**config.mk**
```make
export PLATFORM = sky130hd
export DESIGN_NAME = cache_way_ctrl
export DESIGN_NICKNAME = d
export VERILOG_FILES = /design/src/rtl/cache_way_ctrl.sv
export SDC_FILE = /design/constraint.sdc
export NUM_CORES = 1
export LEC_CHECK = 0
export BUFFER_PORTS_ARGS = -buffer_cell sky130_fd_sc_hd__buf_2
export CORE_ASPECT_RATIO = 1.2
export CORE_MARGIN = 5
export CORE_UTILIZATION = 57
export CTS_CLUSTER_SIZE = 16
export DETAILED_ROUTE_END_ITERATION = 12
export GPL_TIMING_DRIVEN = 0
export PLACE_DENSITY = 0.87
export SYNTH_ARGS = -nofsm -noshare
export SYNTH_HDL_FRONTEND = slang
export SYNTH_SLANG_ARGS = --single-unit
export TNS_END_PERCENT = 20
```
**constraint.sdc**
```tcl
create_clock -name clk -period 2.34 [get_ports clk]
set_input_delay 0.468 -clock clk [delete_from_list [all_inputs] [get_ports clk]]
set_output_delay 0.468 -clock clk [all_outputs]
set_load 0.03 [all_outputs]
```
**src/rtl/cache_way_ctrl.sv**
```systemverilog
// Sequencing controller for a 2-way set-associative cache: tag lookup, victim choice, fills and write-throughs.
// Read hit responds two cycles after acceptance; misses and writes respond the cycle after mem_ack; req_ready only in IDLE.
module cache_way_ctrl #(
  parameter int SETS  = 8,
  parameter int IDX_W = 3
) (
  input  logic             clk,
  input  logic             rst_n,
  input  logic             req_valid,
  output logic             req_ready,
  input  logic             req_wr,
  input  logic [IDX_W-1:0] req_index,
  input  logic             hit0,
  input  logic             hit1,
  input  logic             flush,
  output logic [IDX_W-1:0] idx_q,
  output logic [1:0]       way_sel,
  output logic             tag_we,
  output logic             data_we,
  output logic             mem_req,
  output logic             mem_wr,
  input  logic             mem_ack,
  output logic             resp_valid,
  output logic             resp_hit
);

  typedef enum logic [2:0] {
    IDLE   = 3'd0,
    LOOKUP = 3'd1,
    FILL   = 3'd2,
    WTHRU  = 3'd3,
    RESP   = 3'd4
  } state_t;

  state_t state, state_nxt;

  logic [SETS-1:0] valid0;
  logic [SETS-1:0] valid1;
  logic [SETS-1:0] lru;
  logic            wr_q;
  logic            hit_q;
  logic            victim_q;

  logic v0, v1, hv0, hv1, any_hit, hit_way, victim;

  function automatic logic [1:0] onehot(input logic way);
    return way ? 2'b10 : 2'b01;
  endfunction

  assign v0      = valid0[idx_q];
  assign v1      = valid1[idx_q];
  assign hv0     = hit0 & v0;
  assign hv1     = hit1 & v1;
  assign any_hit = hv0 | hv1;
  // way0 wins when both ways report a hit
  assign hit_way = ~hv0;
  // first invalid way, else the least recently used one
  assign victim  = !v0 ? 1'b0 : (!v1 ? 1'b1 : lru[idx_q]);

  always_ff @(posedge clk or negedge rst_n) begin
    if (!rst_n) begin
      state <= IDLE;
    end else begin
      state <= state_nxt;
    end
  end

  always_comb begin
    state_nxt = state;
    case (state)
      IDLE: begin
        if (!flush && req_valid) begin
          state_nxt = LOOKUP;
        end
      end
      LOOKUP: begin
        if (wr_q) begin
          state_nxt = WTHRU;
        end else if (any_hit) begin
          state_nxt = RESP;
        end else begin
          state_nxt = FILL;
        end
      end
      FILL: begin
        if (mem_ack) begin
          state_nxt = RESP;
        end
      end
      WTHRU: begin
        if (mem_ack) begin
          state_nxt = RESP;
        end
      end
      RESP: begin
        state_nxt = IDLE;
      end
      default: begin
        state_nxt = IDLE;
      end
    endcase
  end

  always_comb begin
    req_ready  = 1'b0;
    way_sel    = 2'b00;
    tag_we     = 1'b0;
    data_we    = 1'b0;
    mem_req    = 1'b0;
    mem_wr     = 1'b0;
    resp_valid = 1'b0;
    resp_hit   = 1'b0;
    case (state)
      IDLE: begin
        req_ready = rst_n & ~flush;
      end
      LOOKUP: begin
        if (any_hit) begin
          way_sel = onehot(hit_way);
          data_we = wr_q;
        end
      end
      FILL: begin
        mem_req = 1'b1;
        if (mem_ack) begin
          way_sel = onehot(victim_q);
          tag_we  = 1'b1;
          data_we = 1'b1;
        end
      end
      WTHRU: begin
        mem_req = 1'b1;
        mem_wr  = 1'b1;
      end
      RESP: begin
        resp_valid = 1'b1;
        resp_hit   = hit_q;
      end
      default: begin
        req_ready = 1'b0;
      end
    endcase
  end

  always_ff @(posedge clk or negedge rst_n) begin
    if (!rst_n) begin
      valid0   <= '0;
      valid1   <= '0;
      lru      <= '0;
      idx_q    <= '0;
      wr_q     <= 1'b0;
      hit_q    <= 1'b0;
      victim_q <= 1'b0;
    end else begin
      case (state)
        IDLE: begin
          if (flush) begin
            valid0 <= '0;
            valid1 <= '0;
            lru    <= '0;
          end else if (req_valid) begin
            idx_q <= req_index;
            wr_q  <= req_wr;
          end
        end
        LOOKUP: begin
          hit_q <= any_hit;
          if (any_hit) begin
            lru[idx_q] <= ~hit_way;
          end else begin
            victim_q <= victim;
          end
        end
        FILL: begin
          if (mem_ack) begin
            if (victim_q) begin
              valid1[idx_q] <= 1'b1;
            end else begin
              valid0[idx_q] <= 1'b1;
            end
            lru[idx_q] <= ~victim_q;
          end
        end
        default: begin
          hit_q <= hit_q;
        end
      endcase
    end
  end

endmodule

```
==> results.md, run 1 <==
- I/O pin total: 23
- CTS clk-pin slew, worst paths: 70 ps
- GRT overflow: 0
- DIE WIDTH: 63.2 um
- Synthesized cell area: 1940 um^2
- Utilization after layout: 71.5%
- Async SR Flop Fraction: 100%
- Fin Setup TNS: -643 ps
- Crit Path Class: register to primary output
- Sequential share of power: 28.9%
- Seq/Total Area, Yosys: 42.7%
- Number of global-route vias before repair: 1760
- Crit path launch type: register
- Worst slew pin tran: 957 ps
- EDFF count, synth: 0
- Nets@finish: 252
- Commonest non-fill, non-tap cells in the layout: nor2_1 (31), dfrtp_1 (30), buf_2 (22)
- Root Buffer Master: clkbuf_8
- Critical path arrival: 2110 ps
- Cells after synthesis: 205
- Max Fclk: 0.388 GHz
- Synth warn: 0
- Crit path required time: 1870 ps
- Post-Layout Cell Count: 279
- Fill cell count: 233
- Tcrit/Tclk final: 110%
- Worst Hold Class: primary input to asynchronous set/reset pin
- Net Sw Frac: 44.7%
- Status: finished with violations
- Final Hold Viols: 0
- Syn nets: 216
- Die area: 4670 um^2
- Core Region: 3310 um^2
- Initial antenna violation count: 0
- Leading register cell type out of synthesis: dfrtp_1
- H-Tree Depth: 2
- Setup WS post-layout: -236 ps
- First-pass GRT wire length: 8830 um
- Mean post-synth cell area: 9.44 um^2
- RSZ-0062 raised after global routing: true
- Total Power: 3160 uW
- Relative slew margins: 35.7%
- Peak VDD IR: 0.00111 V
- Clk_skew: 6.83 ps
- Worst-skew pair later-pin latency: 290 ps
- Pin count of the biggest net entering global routing: 35
- Reg2Reg Depth: 6
- Total number of vias: 1733
- WL per Instance: 17.7 um
- # placed instances: 264
- Routability cong.: 0.946
- Layout cells sized above 1: 29.3%
- Routed wire length: 4950 um
- Post-DP HPWL: 3430 um
- Initial core utilization: 58.5%
- DRT iter0 DRCs: 137
- Minimum clock period: 2580 ps
- Power Internal: 1750 uW
- Clock buffer count from CTS: 5
- Max-cap viol count: 0
- Clk pwr share: 17.7%
- Final Max Tran Viols: 0
- PD cells: 1330 nW/um^2
- R2r startpoint: idx_q[2]
- DRC: 0
- Failing checks: negative setup slack
- CP endpoint kind: primary output
- Pleak: 0.00108 uW
- Commonest non-fill, non-tap cell in the layout: nor2_1
- Die height: 73.8 um
- DRT Pass-1 Iters: 4
- CP max FO: 7
- Worst r2r dst: lru[4]
- Distinct cells, synth: 41
- Diode count: 0
- Post-synthesis register bit count: 33
- Clk buf depth: 2
- Reg-to-reg slack, setup: 230 ps
- Gr usage total: 24.6%
- Net switching power: 1410 uW
- Vias per cell: 6.21
- Area grow syn2layout: 22.3%
- Sink Count: 33
- Setup violators final: 3
- Antenna Nets Post-Route: 0
- Gate power share: 53.4%
- PortBufs: 22
- Std cell rows: 23
- TritonCTS clock tree: done
## flip-flops by register name (all words and copies together) (netlist names)
register,count
victim_q,1
state,3
valid1,8
wr_q,1
hit_q,1
valid0,8
lru,8
idx_q,3
## what timing repair did
action,CTS,global route
buffers inserted,8,0
gates resized for setup,13,2
pin swaps,3,0
hold buffers,0,0
hold endpoints to repair,0,0
endpoints found under the setup margin,3,6
## critical path: stages, from the launching register on
cell and delay, ps:
dfrtp_2 460, mux2i_1 130, mux4_2 510, a21boi_4 190
buf_6 140, nand2b_4 120, a31o_4 130, buf_6 120
## cells in the mapped netlist (2+ instances only)
cell type | count | share of area [%]
dfrtp_1 | 33 | 43
nor2_1 | 33 | 6.4
a21oi_1 | 15 | 3.9
nand2_1 | 13 | 2.5
mux2i_1 | 9 | 4.7
clkbuf_1 | 8 | 1.6
a31oi_1 | 7 | 2.3
o21ai_0 | 7 | 1.8
o31ai_1 | 6 | 2.3
a2bb2oi_2 | 5 | 3.9
buf_2 | 5 | 1.3
mux2_2 | 5 | 2.9
nand2b_1 | 5 | 1.6
nor2b_1 | 5 | 1.6
o311a_1 | 5 | 2.6
a2bb2oi_1 | 4 | 1.8
and2_1 | 4 | 1.3
nor3_1 | 4 | 1.0
and3b_1 | 3 | 1.4
o22ai_1 | 3 | 0.97
o31a_1 | 3 | 1.4
inv_1 | 2 | 0.39
nand3b_1 | 2 | 0.78
o21a_1 | 2 | 0.78
## power groups by stage
| stage | clock [uW] | combinational, uW | sequential, uW |
|---|---|---|---|
| final | 560 | 1690 | 912 |
| after global routing | 604 | 1850 | 936 |
| after CTS | 571 | 1640 | 906 |
| after detailed placement | 0 | 1550 | 897 |
| after global placement | 0 | 1530 | 888 |
| after floorplan | 0 | 1160 | 910 |
## per-layer routing
metal / GRT usage [%] / wire length (um)
met2: 43.2 / 2490
met4: 10.4 / 177
met5: 0 / 0
met3: 5.35 / 288
met1: 29.1 / 2000
## stage by stage
stage	instance area, um^2	hold WS (ps)	worst slack (ps)
6_report	2370	225	-236
5_1_grt	2370	286	-334
4_1_cts	2360	255	-216
3_5_place_dp	2140	483	-232
3_3_place_gp	2140	472	-229
2_1_floorplan	1980	172	-79.3
## cells by family after synthesis
group | Yosys count | synth area share (%)
compound gates | 65 | 26.1
buf+inv | 17 | 4.01
flops | 33 | 42.7
mux | 15 | 8.73
simple gates | 75 | 18.6
## worst max path at each step
stage / endpoint / slack (ps) / start
floorplan: way_sel[1] / -80 / idx_q[2]
global placement: data_we / -230 / idx_q[0]
detailed placement: data_we / -230 / idx_q[0]
CTS: data_we / -220 / idx_q[2]
global route: data_we / -330 / idx_q[2]
finish: data_we / -240 / idx_q[2]
## cell type report
| type | instances | area [um^2] | area share (%) |
|---|---|---|---|
| Buffer | 13 | 63.8 | 2.70 |
| Clock buffer | 6 | 82.6 | 3.49 |
| Clock inverter | 2 | 37.5 | 1.59 |
| Inverter | 3 | 13.8 | 0.581 |
| Multi-Input combinational cell | 155 | 1110 | 46.8 |
| Sequential cell | 33 | 830 | 35.0 |
| Tap cell | 37 | 46.3 | 1.96 |
| Timing Repair Buffer | 30 | 185 | 7.82 |
No activity file was read; power rests on OpenSTA's default activity.
==> run 2: changes to the inputs <==
CORE_UTILIZATION = 62   (was 57)
PLACE_DENSITY = 0.93   (was 0.87)
clock period = 3.3 ns   (was 2.34 ns; I/O delays follow)
==> run 2 against run 1 <==
The flow now finishes without violations. Register-to-register slack improved by 820 ps. Critical path type unchanged. Sequential power decreased by 31%. Largest cell class unchanged. Cell area decreased by 7.0%. Clock power decreased by 34%. Setup slack improved by 420 ps. Utilization increased by 1.2 points. Combinational power decreased by 35%. Power decreased by 34%. Clock skew increased by 5.8 ps. Hold slack improved by 140 ps. First-iteration DRC count increased by 31%. Critical endpoint unchanged. Non-clock buffer count decreased by 6.
==> results.md, run 2 (synthesized netlist as in run 1, its figures left out) <==
- Status: complete, no violations (was finished with violations)
- Initial core utilization: 63.9% (was 58.5%)
- Peak VDD IR: 0.000699 V (was 0.00111 V)
- Initial antenna violation count: 0 (unchanged)
- Tcrit/Tclk final: 94.4%
- DRC: 0 (unchanged)
- Pleak: 0.00103 uW (was 0.00108 uW)
- Area grow syn2layout: 13.7% (was 22.3%)
- Fin Setup TNS: 0 ps (was -643 ps)
- Setup violators final: 0 (was 3)
- Hold slack: 364 ps (was 225 ps)
- Final Max Tran Viols: 0 (unchanged)
- GRT overflow: 0 (unchanged)
- Net Sw Frac: 44.8% (was 44.7%)
- Std cell rows: 22 (was 23)
- Relative slew margins: 15.8% (was 35.7%)
- Clk buf depth: 2 (unchanged)
- Power Internal: 1160 uW (was 1750 uW)
- Gr usage total: 23.7% (was 24.6%)
- RSZ-0062 raised after global routing: false (was true)
- Critical path arrival: 2460 ps (was 2110 ps)
- H-Tree Depth: 2 (unchanged)
- Fill cell count: 240 (was 233)
- Diode count: 0 (unchanged)
- PortBufs: 22 (unchanged)
- Pre-CTS setup slack: 505 ps (was -232 ps)
- First-pass GRT wire length: 7600 um (was 8830 um)
- PD cells: 953 nW/um^2 (was 1330 nW/um^2)
- Core Region: 3030 um^2 (was 3310 um^2)
- Final Hold Viols: 0 (unchanged)
- Worst-skew pair later-pin latency: 350 ps (was 290 ps)
- I/O pin total: 23 (unchanged)
- Layout cells sized above 1: 22.5% (was 29.3%)
- Max Fclk: 0.321 GHz
- Antenna Nets Post-Route: 0 (unchanged)
- Pin count of the biggest net entering global routing: 35 (unchanged)
- Die area: 4340 um^2 (was 4670 um^2)
- Routed wire length: 4750 um (was 4950 um)
- Resize count post-CTS: 0 (was 13)
- Largest regs: lru x8, valid0 x8, valid1 x8 (unchanged)
- Total number of vias: 1730 (was 1733)
- DIE WIDTH: 61.0 um (was 63.2 um)
- Clock buffer count from CTS: 5 (unchanged)
- Nets@finish: 246 (was 252)
- Crit path launch type: register (unchanged)
- Worst slew pin tran: 1250 ps (was 957 ps)
- Net switching power: 940 uW (was 1410 uW)
- WL per Instance: 17.5 um (was 17.7 um)
- Clk pwr share: 17.7% (about the same)
- Sequential share of power: 29.9% (was 28.9%)
- Setup WS post-layout: 185 ps (was -236 ps)
- Crit path required time: 2640 ps (was 1870 ps)
- DRT iter0 DRCs: 180 (was 137)
- DRT Pass-1 Iters: 6 (was 4)
- Worst Hold Class: primary input to asynchronous set/reset pin (unchanged)
- Number of global-route vias before repair: 1626 (was 1760)
- Multi-input gate area: 1030 um^2 (was 1110 um^2)
- Crit Path Class: register to primary output (unchanged)
- CTS Hold Bufs: 0 (unchanged)
- Max-cap viol count: 0 (unchanged)
- Sink Count: 33 (unchanged)
- TritonCTS clock tree: done (unchanged)
- Postcts setup bufs: 0 (was 8)
- CP endpoint kind: primary output (unchanged)
- Reg2Reg Depth: 4 (was 6)
- Register area: 826 um^2 (was 830 um^2)
- Vias per cell: 6.36 (was 6.21)
- CP max FO: 10 (was 7)
- Die height: 71.2 um (was 73.8 um)
- Clk_skew: 12.6 ps (was 6.83 ps)
- Routability cong.: 0.961 (was 0.946)
- Gate power share: 52.5% (was 53.4%)
- CTS clk-pin slew, worst paths: 100 ps (was 70 ps)
- Root Buffer Master: clkbuf_4 (was clkbuf_8)
- Commonest non-fill, non-tap cells in the layout: nor2_1 (33), dfrtp_1 (33), buf_2 (27) (was nor2_1 (31), dfrtp_1 (30), buf_2 (22))
- Post-DP HPWL: 3450 um (was 3430 um)
- Minimum clock period: 3120 ps
[run 2: worst paths after layout]
path	startpoint	endpoint	slack, ps
setup / recovery	idx_q[0]	data_we	180
hold / removal	rst_n	state[0]	360
setup reg to reg	state[0]	lru[2]	1050
hold reg to reg	valid0[3]	valid0[3]	500
max in group asynchronous	rst_n	lru[6]	2450
min in group clk	valid0[3]	valid0[3]	500
[run 2: final cells by class]
| type | instances | area share, % |
|---|---|---|
| multi-input cells | 155 | 46.9 |
| flip-flops and latches | 33 | 37.5 |
| repair buffers | 23 | 5.34 |
| plain buffers | 14 | 3.01 |
| clock inverters | 3 | 2.96 |
| well taps | 36 | 2.05 |
| clock buffers | 5 | 1.71 |
| inverters | 3 | 0.512 |
[run 2: power by group through the flow]
| stage | Clock [uW] | Sequential (uW) | Combinational (uW) |
|---|---|---|---|
| CTS | 379 | 621 | 1070 |
| floorplan | 0 | 641 | 788 |
| global placement | 0 | 620 | 1050 |
| global route | 398 | 639 | 1190 |
| finish | 371 | 626 | 1100 |
| detailed placement | 0 | 629 | 1070 |
[run 2: worst max-delay path, cell delays in order, from the launching register on]
cell,delay (ps)
dfrtp_1,390
buf_2,200
inv_2,140
mux4_2,560
a21boi_4,190
buf_6,150
nand2b_1,130
a31o_2,160
buf_2,190
[run 2: layer usage]
| metal | GRT usage (%) | vias up | part of all wire (%) |
|---|---|---|---|
| li1 | - | 803 | - |
| met1 | 29.7 | 825 | 40 |
| met2 | 37.8 | 92 | 50 |
| met3 | 6.20 | 10 | 8.0 |
| met4 | 10.4 | 0 | 1.9 |
| met5 | 0 | - | 0 |
[run 2: stage by stage]
step	std cells	power (uW)	utilization, %	instance area (um^2)
after global routing	272	2220	72.7	2200
after floorplan	205	1430	-	1940
after CTS	271	2070	72.4	2190
after global placement	263	1670	69.0	2090
final	272	2100	72.7	2200
after detailed placement	263	1700	69.0	2090
==> run 3: changes to the inputs <==
REMOVE_ABC_BUFFERS = 1   (was default)
==> run 3 against run 2 <==
Via count fell by 4.6%. Cell count is 5.9% lower. Combinational power fell by 18%. Sequential cell count unchanged. Power shrank 11%. Non-clock buffer count down 15. Largest cell class unchanged. First-iteration DRC count is 15% lower. Highest routed layer unchanged.
==> results.md, run 3 (synthesized netlist as in run 1, its figures left out) <==
- Status: complete, no violations (unchanged)
- Initial antenna violation count: 0 (unchanged)
- Std cell rows: 22 (unchanged)
- GR Layer Usage met3: 6.93% (was 6.20%)
- Gate power share: 48.3% (was 52.5%)
- Pin count of the biggest net entering global routing: 35 (unchanged)
- Routed wire length: 4310 um (was 4750 um)
- Antenna Nets Post-Route: 0 (unchanged)
- Met1 usage: 29.6% (was 29.7%)
- Fin Setup TNS: 0 ps (unchanged)
- DIE WIDTH: 61.0 um (unchanged)
- R2r startpoint: state[1] (was state[0])
- CP max FO: 20 (was 10)
- Final Hold Viols: 0 (unchanged)
- Total number of vias: 1650 (was 1730)
- Sequential share of power: 39.1% (was 29.9%)
- H-Tree Depth: 2 (unchanged)
- Number of global-route vias before repair: 1510 (was 1626)
- Total Power: 1870 uW (was 2100 uW)
- Clock buffer count from CTS: 5 (unchanged)
- Clk_skew: 21.1 ps (was 12.6 ps)
- Global routing usage on met2: 34.4% (was 37.8%)
- Tcrit/Tclk final: 96.6% (was 94.4%)
- Die area: 4340 um^2 (unchanged)
- Post-DP HPWL: 3100 um (was 3450 um)
- Clk pwr share: 12.6% (was 17.7%)
- Crit Path Class: register to primary output (unchanged)
- Pleak: 0.000960 uW (was 0.00103 uW)
- Worst Hold Class: primary input to asynchronous set/reset pin (unchanged)
- PortBufs: 22 (unchanged)
- Utilization after layout: 68.8% (was 72.7%)
- Crit path from: idx_q[0] (unchanged)
- WL per Instance: 16.8 um (was 17.5 um)
- Max Fclk: 0.314 GHz (was 0.321 GHz)
- Pre-CTS setup slack: 362 ps (was 505 ps)
- Power Internal: 983 uW (was 1160 uW)
- RSZ-0062 raised after global routing: false (unchanged)
- Global routing's busiest layer: met2 (unchanged)
- Layout cells sized above 1: 21.4% (was 22.5%)
- Root Buffer Master: clkbuf_4 (unchanged)
- DRT Pass-1 Iters: 4 (was 6)
- Slowest stage delay, CP: 550 ps (was 560 ps)
- Setup violators final: 0 (unchanged)
- Net switching power: 884 uW (was 940 uW)
- Die height: 71.2 um (unchanged)
- Initial core utilization: 63.9% (unchanged)
- I/O pin total: 23 (unchanged)
- Clk buf depth: 2 (unchanged)
- Routability cong.: 0.915 (was 0.961)
- Final Max Tran Viols: 0 (unchanged)
- Largest regs: lru x8, valid0 x8, valid1 x8 (unchanged)
- Area grow syn2layout: 7.63% (was 13.7%)
- Core Region: 3030 um^2 (unchanged)
- CTS clk-pin slew, worst paths: 110 ps (was 100 ps)
- Nets@finish: 231 (was 246)
- DRT iter0 DRCs: 153 (was 180)
- Worst slew pin tran: 1190 ps (was 1250 ps)
- Minimum clock period: 3190 ps (was 3120 ps)
- Gr usage total: 22.7% (was 23.7%)
- PD cells: 896 nW/um^2 (was 953 nW/um^2)
- Worst-skew pair later-pin latency: 350 ps (about the same)
- GRT overflow: 0 (unchanged)
- Hold slack: 353 ps (was 364 ps)
- Worst path cell trace: inv_2 -> mux4_2 -> a21boi_4 -> nand2b_1 -> a31o_2 -> buf_2 (was buf_2 -> inv_2 -> mux4_2 -> a21boi_4 -> buf_6 -> nand2b_1 -> a31o_2 -> buf_2)
- Postcts setup bufs: 0 (unchanged)
- Crit path launch type: register (unchanged)
- Crit path required time: 2640 ps (about the same)
- Diode count: 0 (unchanged)
- TritonCTS clock tree: done (unchanged)
- Critical path arrival: 2530 ps (was 2460 ps)
- DRC: 0 (unchanged)
- CP endpoint kind: primary output (unchanged)
- Relative slew margins: 20.1% (was 15.8%)
- Net Sw Frac: 47.3% (was 44.8%)
- Setup WS post-layout: 112 ps (was 185 ps)
- Max-cap viol count: 0 (unchanged)
- First-pass GRT wire length: 7390 um (was 7600 um)
- Vias per cell: 6.45 (was 6.36)
- Commonest non-fill, non-tap cells in the layout: nor2_1 (33), dfrtp_1 (30), buf_2 (22) (was nor2_1 (33), dfrtp_1 (33), buf_2 (27))
- Peak VDD IR: 0.000604 V (was 0.000699 V)
- Worst path slowest cell: dfrtp_2 (was mux4_2)
- Commonest non-fill, non-tap cell in the layout: nor2_1
- Sink Count: 33 (unchanged)
[run 3: critical path: cells and delay by family, from the launching register on]
family	cells	cell delay (ps)
compound gates	2	560
flops	1	550
mux	1	550
buf+inv	2	340
simple gates	1	200
[run 3: metrics by stage]
stage          area (um^2)  std cells
4_1_cts               2080        256
5_1_grt               2080        256
3_5_place_dp          2020        249
2_1_floorplan         1870        191
6_report              2080        256
3_3_place_gp          2020        249
[run 3: path summary, 6_finish.rpt]
check | end | slack [ps] | cells after the start
setup reg to reg | lru[2] | 1060 | 4
setup / recovery | data_we | 110 | 6
hold reg to reg | valid0[6] | 500 | 2
max in group asynchronous | idx_q[0] | 2410 | 1
min in group clk | valid0[6] | 500 | 2
hold / removal | lru[3] | 350 | 1
[run 3: area by class of cell]
type,count,area (um^2)
clock buffer,7,55.1
fill,237,945
inverter,3,11.3
multi-input combinational,155,1030
sequential,33,830
tap,36,45.0
timing repair buffer,22,110
[run 3: timing repair]
action,in CTS,in global routing
setup endpoints to repair,0,2
hold buffers,0,0
gates resized for setup,0,3
[run 3: power by group through the flow]
stage	registers [uW]	logic, uW	clock network, uW
finish	731	901	235
global route	755	983	254
CTS	719	898	234
detailed placement	728	894	0
global placement	724	866	0
floorplan	715	667	0
[run 3: metal layers]
metal  vias up  wire length (um)
met5         -                 0
met4         0               102
met3        11               304
met2        60              2120
met1       796              1780
li1        783                 -
